<file path="config.mk">
export PLATFORM = sky130hd
export DESIGN_NAME = alu_bist_ctrl
export DESIGN_NICKNAME = d
export VERILOG_FILES = /design/src/rtl/alu_bist_pkg.sv /design/src/rtl/alu_bist_lfsr16.sv /design/src/rtl/alu_bist_ctrl.sv
export SDC_FILE = /design/constraint.sdc
export NUM_CORES = 1
export LEC_CHECK = 0
export CAP_MARGIN = 30
export CORE_AREA = 2 2 78 80
export CTS_CLUSTER_DIAMETER = 120
export DETAILED_ROUTE_END_ITERATION = 16
export DIE_AREA = 0 0 80 82
export DONT_BUFFER_PORTS = 1
export MAX_ROUTING_LAYER = met4
export PLACE_DENSITY = 0.74
export SETUP_SLACK_MARGIN = 0.02
export SYNTH_ARGS = -nofsm -noshare
export SYNTH_HDL_FRONTEND = slang
export SYNTH_SLANG_ARGS = --single-unit
</file>
<file path="constraint.sdc">
create_clock -name clk -period 2.3 [get_ports clk]
set_clock_uncertainty 0.15 [all_clocks]
set_input_delay 0.46 -clock clk [delete_from_list [all_inputs] [get_ports clk]]
set_output_delay 0.46 -clock clk [all_outputs]
set_load 0.01 [all_outputs]
</file>
<file path="src/rtl/alu_bist_pkg.sv">
// Shared types and constants for the ALU built-in self-test sequencer.
`timescale 1ns/1ps
package alu_bist_pkg;

    localparam int DATA_W = 8;
    localparam int SIG_W  = 16;

    // Feedback taps for x^16+x^14+x^13+x^11+1 in a shift-left register (bits 15,13,12,10)
    localparam logic [SIG_W-1:0] TAP_MASK     = 16'hB400;
    localparam logic [SIG_W-1:0] DEFAULT_SEED = 16'hACE1;

    typedef enum logic [2:0] {
        S_IDLE,
        S_SEED,
        S_RUN,
        S_DRAIN,
        S_COMPARE,
        S_DONE
    } bist_state_e;

    typedef enum logic {
        LFSR_GEN,
        LFSR_MISR
    } lfsr_mode_e;

    // One Fibonacci step: shift left, parity of the tapped bits enters bit 0
    function automatic logic [SIG_W-1:0] lfsr_step(input logic [SIG_W-1:0] v);
        return {v[SIG_W-2:0], ^(v & TAP_MASK)};
    endfunction

endpackage

</file>
<file path="src/rtl/alu_bist_lfsr16.sv">
// 16-bit LFSR used both as pattern generator and as multiple-input signature register.
`timescale 1ns/1ps
module bist_lfsr16
    import alu_bist_pkg::*;
#(
    parameter lfsr_mode_e       MODE      = LFSR_GEN,
    parameter logic [SIG_W-1:0] RESET_VAL = '0
) (
    input  logic             clk,
    input  logic             reset_n,
    input  logic             load_i,
    input  logic [SIG_W-1:0] load_val_i,
    input  logic             en_i,
    input  logic [SIG_W-1:0] data_i,
    output logic [SIG_W-1:0] state_o
);

    logic [SIG_W-1:0] state_q;
    logic [SIG_W-1:0] state_d;
    logic [SIG_W-1:0] inject;

    // A pure generator never folds external data into its state
    assign inject = (MODE == LFSR_MISR) ? data_i : '0;

    // Load has priority over stepping so a new run always starts from a known value
    always_comb begin
        state_d = state_q;
        if (load_i) begin
            state_d = load_val_i;
        end else if (en_i) begin
            state_d = lfsr_step(state_q) ^ inject;
        end
    end

    // State register
    always_ff @(posedge clk or negedge reset_n) begin
        if (!reset_n) begin
            state_q <= RESET_VAL;
        end else begin
            state_q <= state_d;
        end
    end

    assign state_o = state_q;

endmodule

</file>
<file path="src/rtl/alu_bist_ctrl.sv">
// BIST sequencer: drives LFSR patterns into the ALU, compacts results, checks the signature.
`timescale 1ns/1ps
module alu_bist_ctrl
    import alu_bist_pkg::*;
#(
    parameter int               NUM_PATTERNS = 256,
    parameter int               ALU_LAT      = 1,
    parameter int               OP_W         = 3,
    parameter logic [SIG_W-1:0] SEED         = DEFAULT_SEED,
    parameter logic [SIG_W-1:0] GOLDEN_SIG   = 16'h0000
) (
    input  logic              clk,
    input  logic              reset_n,
    input  logic              bist_start,
    output logic              alu_sel,
    output logic [DATA_W-1:0] alu_a,
    output logic [DATA_W-1:0] alu_b,
    output logic [OP_W-1:0]   alu_op,
    output logic              alu_in_valid,
    input  logic [DATA_W-1:0] alu_result,
    input  logic              alu_carry,
    output logic              bist_busy,
    output logic              bist_done,
    output logic              bist_pass,
    output logic              bist_fail,
    output logic [SIG_W-1:0]  signature
);

    localparam logic [15:0] LAST_PAT   = 16'(NUM_PATTERNS - 1);
    localparam logic [15:0] LAST_DRAIN = 16'(ALU_LAT - 1);

    bist_state_e       state_q, state_d;
    logic [15:0]       cnt_q, cnt_d;
    logic [ALU_LAT-1:0] vld_q;
    logic              start_q;
    logic              pass_q, pass_d;
    logic              fail_q, fail_d;
    logic [SIG_W-1:0]  sig_q, sig_d;
    logic              start_req;
    logic              gen_load, gen_en, misr_load;
    logic [SIG_W-1:0]  lfsr_val, misr_val;

    // A held start line counts once: only its rising edge is a request
    assign start_req = bist_start & ~start_q;

    bist_lfsr16 #(
        .MODE      (LFSR_GEN),
        .RESET_VAL (SEED)
    ) u_gen (
        .clk        (clk),
        .reset_n    (reset_n),
        .load_i     (gen_load),
        .load_val_i (SEED),
        .en_i       (gen_en),
        .data_i     ('0),
        .state_o    (lfsr_val)
    );

    bist_lfsr16 #(
        .MODE      (LFSR_MISR),
        .RESET_VAL ('0)
    ) u_misr (
        .clk        (clk),
        .reset_n    (reset_n),
        .load_i     (misr_load),
        .load_val_i ('0),
        .en_i       (vld_q[ALU_LAT-1]),
        .data_i     ({7'b0, alu_carry, alu_result}),
        .state_o    (misr_val)
    );

    // Sequencer next state and per-state outputs; the counter is reused for the drain phase
    always_comb begin
        state_d      = state_q;
        cnt_d        = cnt_q;
        pass_d       = pass_q;
        fail_d       = fail_q;
        sig_d        = sig_q;
        gen_load     = 1'b0;
        gen_en       = 1'b0;
        misr_load    = 1'b0;
        alu_sel      = 1'b0;
        alu_in_valid = 1'b0;
        bist_busy    = 1'b0;
        bist_done    = 1'b0;
        unique case (state_q)
            S_IDLE: begin
                if (start_req) state_d = S_SEED;
            end
            S_SEED: begin
                alu_sel   = 1'b1;
                bist_busy = 1'b1;
                gen_load  = 1'b1;
                misr_load = 1'b1;
                cnt_d     = '0;
                state_d   = S_RUN;
            end
            S_RUN: begin
                alu_sel      = 1'b1;
                bist_busy    = 1'b1;
                alu_in_valid = 1'b1;
                gen_en       = 1'b1;
                if (cnt_q == LAST_PAT) begin
                    cnt_d   = '0;
                    state_d = S_DRAIN;
                end else begin
                    cnt_d = cnt_q + 16'd1;
                end
            end
            S_DRAIN: begin
                alu_sel   = 1'b1;
                bist_busy = 1'b1;
                if (cnt_q == LAST_DRAIN) begin
                    cnt_d   = '0;
                    state_d = S_COMPARE;
                end else begin
                    cnt_d = cnt_q + 16'd1;
                end
            end
            S_COMPARE: begin
                alu_sel   = 1'b1;
                bist_busy = 1'b1;
                sig_d     = misr_val;
                pass_d    = (misr_val == GOLDEN_SIG);
                fail_d    = (misr_val != GOLDEN_SIG);
                state_d   = S_DONE;
            end
            S_DONE: begin
                bist_done = 1'b1;
                if (start_req) begin
                    pass_d  = 1'b0;
                    fail_d  = 1'b0;
                    state_d = S_SEED;
                end
            end
            default: state_d = S_IDLE;
        endcase
    end

    // Control and result registers; reset abandons any run in progress
    always_ff @(posedge clk or negedge reset_n) begin
        if (!reset_n) begin
            state_q <= S_IDLE;
            cnt_q   <= '0;
            start_q <= 1'b0;
            pass_q  <= 1'b0;
            fail_q  <= 1'b0;
            sig_q   <= '0;
        end else begin
            state_q <= state_d;
            cnt_q   <= cnt_d;
            start_q <= bist_start;
            pass_q  <= pass_d;
            fail_q  <= fail_d;
            sig_q   <= sig_d;
        end
    end

    // Valid delay line matching the ALU latency so each result is compacted exactly once
    always_ff @(posedge clk or negedge reset_n) begin
        if (!reset_n) begin
            vld_q <= '0;
        end else begin
            vld_q[0] <= alu_in_valid;
            for (int i = 1; i < ALU_LAT; i++) begin
                vld_q[i] <= vld_q[i-1];
            end
        end
    end

    assign alu_a     = alu_in_valid ? lfsr_val[DATA_W-1:0] : '0;
    assign alu_b     = alu_in_valid ? lfsr_val[SIG_W-1:DATA_W] : '0;
    assign alu_op    = alu_in_valid ? cnt_q[OP_W-1:0] : '0;
    assign bist_pass = pass_q;
    assign bist_fail = fail_q;
    assign signature = sig_q;

endmodule
</file>
Word-level counts from Yosys, hierarchy flattened:

Index checks and enable logic that the tools add are counted.

* add/subtract/negate cells: 1
* reductions and logical operators: 14
* mux-type cells: 21
* equality and inequality tests: 10
* bitwise gates (word level): 3

Operators with widths (count)
* $mux W16: 6
* $pmux W16 S3: 1
* $logic_not A16 Y1: 2
* $reduce_xor A16 Y1: 2
* $add A16 B1 Y16 const B: 1
* $eq A16 B8 Y1 const B: 1
* $mux W8: 2
* $reduce_bool A16 Y1: 1
* $xor A16 B9 Y16: 1
* $pmux W3 S5: 1
* $mux W3: 4
* $eq A3 B2 Y1 const B: 2
* $eq A3 B3 Y1 const B: 2
* $ne A2 B2 Y1 const B: 3
* $reduce_bool A2 Y1: 3
* $mux W1: 5
* $pmux W1 S2: 2
* $reduce_or A4 Y1: 1
* $eq A3 B1 Y1 const B: 1
* $logic_not A3 Y1: 1
* $reduce_and A3 Y1: 1
* $reduce_bool A3 Y1: 1
* $ne A2 B1 Y1 const B: 1
* $reduce_and A2 Y1: 1
* other kinds (3): 3

* bits in registers: 71
* output and inout port bits: 41
* logic and storage cells: 58
* input bits: 12

Depth between registers and ports, before layout:

Gate-level depths: netlist of the first run.

* depth after elaboration: 4
* gate-level depth with buffers: 8
* gate-level depth less buffers: 7

Cells and area by module:

A second synthesis of the first run with hierarchy kept.

* cells, all modules: 378
* area, all modules: 3819.9 µm²

By module, submodules not included
* alu_bist_ctrl: cells each 217, area an instance 2118.3 µm², instances 1
* bist_lfsr16 at u_misr: cells each 88, area an instance 909.6 µm², instances 1
* bist_lfsr16 at u_gen: cells each 73, area an instance 792.0 µm², instances 1

Least setup slack after synthesis of the first run:

OpenSTA, ideal clock, no wires.

* path kind: flip-flop to output port
* start: register state_q[1]
* end: output alu_a[4]
* arrival: 1523 ps
* stages on the path, launching flop included: 8
* buffers on the path: 3
* slack: 167 ps
* cell sequence: dfrtp_1 buf_2 nor2b_1 nand2b_1 clkbuf_1 inv_1 clkbuf_1 and2_1

* longest elaborated chain between the ends: 3

Ends and longest elaborated chain
* start, declared: line alu_bist_ctrl.sv:32 `bist_state_e state_q, state_d;`
* start signal, assigned: line alu_bist_ctrl.sv:150 `state_q <= state_d;`
* $eq A3 B2 Y1: line alu_bist_ctrl.sv:86 `unique case (state_q)`
* $mux W1: line alu_bist_ctrl.sv:86
* named net alu_in_valid: line alu_bist_ctrl.sv:19 `output logic alu_in_valid,`
* $mux W8: line alu_bist_ctrl.sv:171 `assign alu_a = alu_in_valid ? lfsr_val[DATA_W-1:0] : '0;`
* end, declared: line alu_bist_ctrl.sv:16 `output logic [DATA_W-1:0] alu_a,`

The timed path passes the listed nets, and every way through them passes these cells.

Worst setup path after layout of the first run:

* start: register state_q[0]
* end: output alu_a[7]

* longest elaborated chain between the ends: 3

Ends and longest elaborated chain (line)
* $eq A3 B2 Y1: alu_bist_ctrl.sv:86
* $mux W1: alu_bist_ctrl.sv:86
* $mux W8: alu_bist_ctrl.sv:171

No other way between the ends.

==> results of run 1 <==
[Yosys cell counts, drive strengths merged, types with 2 or more instances]
master and n:
o31ai 3, or2 3, mux2i 2, and2 18
mux2 16, o21ai 17, or3 3, dfrtp 63
xnor2 16, nor4b 3, buf 7, clkbuf 9
nand2b 7, xor2 2, o22a 7, inv 8
nor3 6, a22o 6, nand3 14, nand2 37
o311ai 3, a21o 10, ha 3, nor2b 4
a21oi 4, nor2 12, dfstp 8, nand4 4
nor4 4, and3 3
[layout make-up]
type	count	area [um2]
inverter	8	33.8
fill	468	2070
sequential	71	1790
clock buffer	11	141
timing repair buffer	16	145
timing repair inverter	1	7.51
multi-input combinational	217	1440
tap	75	93.8
clock inverter	4	22.5
[how the worst max path moves through the flow]
| stage | end | start | slack [ns] | depth (start not counted) |
|---|---|---|---|---|
| final | alu_a[7] | state_q[0] | 0.11 | 4 |
| after global placement | cnt_q[8] | cnt_q[1] | 0.25 | 7 |
| after floorplan | alu_a[4] | state_q[1] | 0.17 | 7 |
| after CTS | alu_b[5] | state_q[1] | 0.05 | 4 |
| after detailed placement | cnt_q[12] | cnt_q[1] | 0.18 | 7 |
| after global routing | alu_b[0] | state_q[1] | 0.01 | 4 |
[registers in the layout, summed over array words and instances, names as in the netlist]
| register | flops |
|---|---|
| bist_fail | 1 |
| bist_pass | 1 |
| cnt_q | 16 |
| signature | 16 |
| start_q | 1 |
| state_q | 3 |
| u_gen.state_o | 16 |
| u_misr.state_o | 16 |
| vld_q | 1 |
[metal layers]
layer / vias up / part of all wire [%]
met5: - / 0
met4: 0 / 1.3
met3: 8 / 6.1
met2: 70 / 47
met1: 1142 / 46
li1: 1114 / -
[power by group]
part / switching (mW) / internal (mW) / leakage [nW]
Sequential: 0.423 / 1.73 / 0.911
Combinational: 1.17 / 0.918 / 0.685
Clock: 0.442 / 0.409 / 0.0850
Total: 2.03 / 3.06 / 1.68
[through the flow]
stage | instance area (um2) | power [mW] | utilization (%) | instances | hold WS [ns]
floorplan | 3330 | 3.65 | - | 312 | 0.0144
global placement | 3440 | 4.09 | 59.8 | 383 | 0.0164
detailed placement | 3440 | 4.17 | 59.8 | 383 | 0.0159
CTS | 3660 | 5.11 | 63.8 | 402 | 0.156
global route | 3680 | 5.50 | 64.0 | 403 | 0.159
finish | 3680 | 5.09 | 64.0 | 403 | 0.170
[cell families after synthesis]
kind of cell	synth area share, %
AO/OA/AOI/OAI	12.3
XOR/XNOR	4.73
adder cells (fa/ha/maj)	1.13
buffers and inverters	3.23
flip-flops	53.6
multiplexers	6.01
AND/OR/NAND/NOR	19.0
[worst max-delay path, stage by stage, from the launching register on]
cell	delay, ns
dfrtp_2	0.44
buf_4	0.17
nand2b_2	0.24
clkinvlp_4	0.16
and2_1	0.23
[timing repair]
| action | in CTS | in global routing |
|---|---|---|
| resized for setup | 3 | 3 |
| buffers inserted | 0 | 0 |
| hold endpoints to repair | 72 | 0 |
| hold buffers | 3 | 0 |
| endpoints found under the setup margin | 18 | 20 |
| pin swaps | 0 | 0 |
| gates cloned | 1 | 0 |
==> results.yml, run 1 <==
outcome:
  outcome: "finished, final reports clean"
worst_setup_path:
  cp.required_ns: 1.69
  arrival_ns: 1.58
  cp_max_fo: 10
  regToRegEndpoint: "cnt_q[7]"
  rr_worst_depth: 7
  timing.rr.start: "cnt_q[1]"
  cp-end-kind: "primary output"
  worstSetupPathType: "flop to primary output"
  cp-start-kind: "flop"
  rrSetupSlack_ns: 0.18
layout:
  nets: 339
  final_cell_mix: "dfrtp_1 (61), nand2_1 (37), and2_1 (18)"
  layout-drive-gt1-share_pct: 19.5
  layout-area-overhead-vs-synth_pct: 10.3
  final_common_cell: "dfrtp_1"
  diodes: 0
synthesis:
  synth_ff_type: "dfrtp_1"
  synth.largest_area_cell: "dfrtp_1"
  yosys_warnings: 0
  avgSynthCellArea_um2: 10.7
  yosys.cell_types.count: 46
  syn_nets: 327
  synth_top_area_share_pct: 47.3
  synth_seq_area_share_pct: 53.6
  synthTopCellsByArea: "dfrtp_1 (47%), dfstp_2 (6.3%), mux2_2 (5.4%)"
  synth-edff-count: 0
  syn_inst: 312
  ys_ff_latch: 71
  async_reset_ff_share_pct: 100
  synth_area_mm2: 0.00333
detailed_routing:
  post-route-drc-count: 0
  drt_iter0_drc: 148
  routedWlPerCell_um: 16.7
  ant_nets: 0
  num_vias: 2334
  via_per_inst: 5.79
  routed_wl_um: 6740
  firstDrtPassIters: 4
power:
  p_leak_nw: 1.68
  p_per_area_mw_per_mm2: 1390
  ir_worst_vdd_v: 0.000820
clock_tree:
  cts.path.max_buffers: 2
  clockRootBuffer: "clkbuf_8"
  clock_sinks: 71
  cts_made_buffers: 9
  clock_latency_ns: 0.34
  cts_tree: "built"
  htreeDepth: 3
  path_clk_slew_ns: 0.07
global_routing:
  use_met3_pct: 6.15
  grt_pass1_vias: 2294
  busiest_layer: "met2"
  grt.total_usage_pct: 22.7
  grt.met1_usage_pct: 29.9
  use_met2_pct: 34.3
  grt_max_degree: 72
  grt_pass1_wl_um: 11000
  antenna_found_initial: 0
  overflow: 0
sta:
  relSlewSlack_pct: 60.9
  grt_setup_unrepaired: "true"
  drv_slew: 0
  setup_slack_ns: 0.113
  setup_viol: 0
  tightest_slew_ns: 0.583
  finalCritPeriodShare_pct: 95.1
  setup_tns_ns: 0
  fmax_ghz: 0.457
  min_period_ns: 2.19
  final-hold-violation-count: 0
placed_design:
  portBuffers: 0
  dp_slack_ns: 0.185
  place.gp.congestion: 0.879
  post-dp-hpwl_um: 4530
die:
  die_h_um: 82
  core-area_mm2: 0.00575
  start_util_pct: 58.0
  rows: 28
  num_io_pins: 53
  fp.dieArea_mm2: 0.00656
  dieWidth_um: 80
min_path:
  hold_start: "alu_result[3]"
  holdPathEnd: "u_misr.state_o[3]"
  hold_path_depth: 2
  hold_path_class: "primary input to flop"
run:
  maxCapViolations: 0
No activity file was read; power rests on OpenSTA's default activity.
==> run 2: changes to the inputs <==
CTS_CLUSTER_SIZE = 10   (was not set)
==> results of run 2 <==
No change in the layout: final DEF, timing and power equal those of run 1.
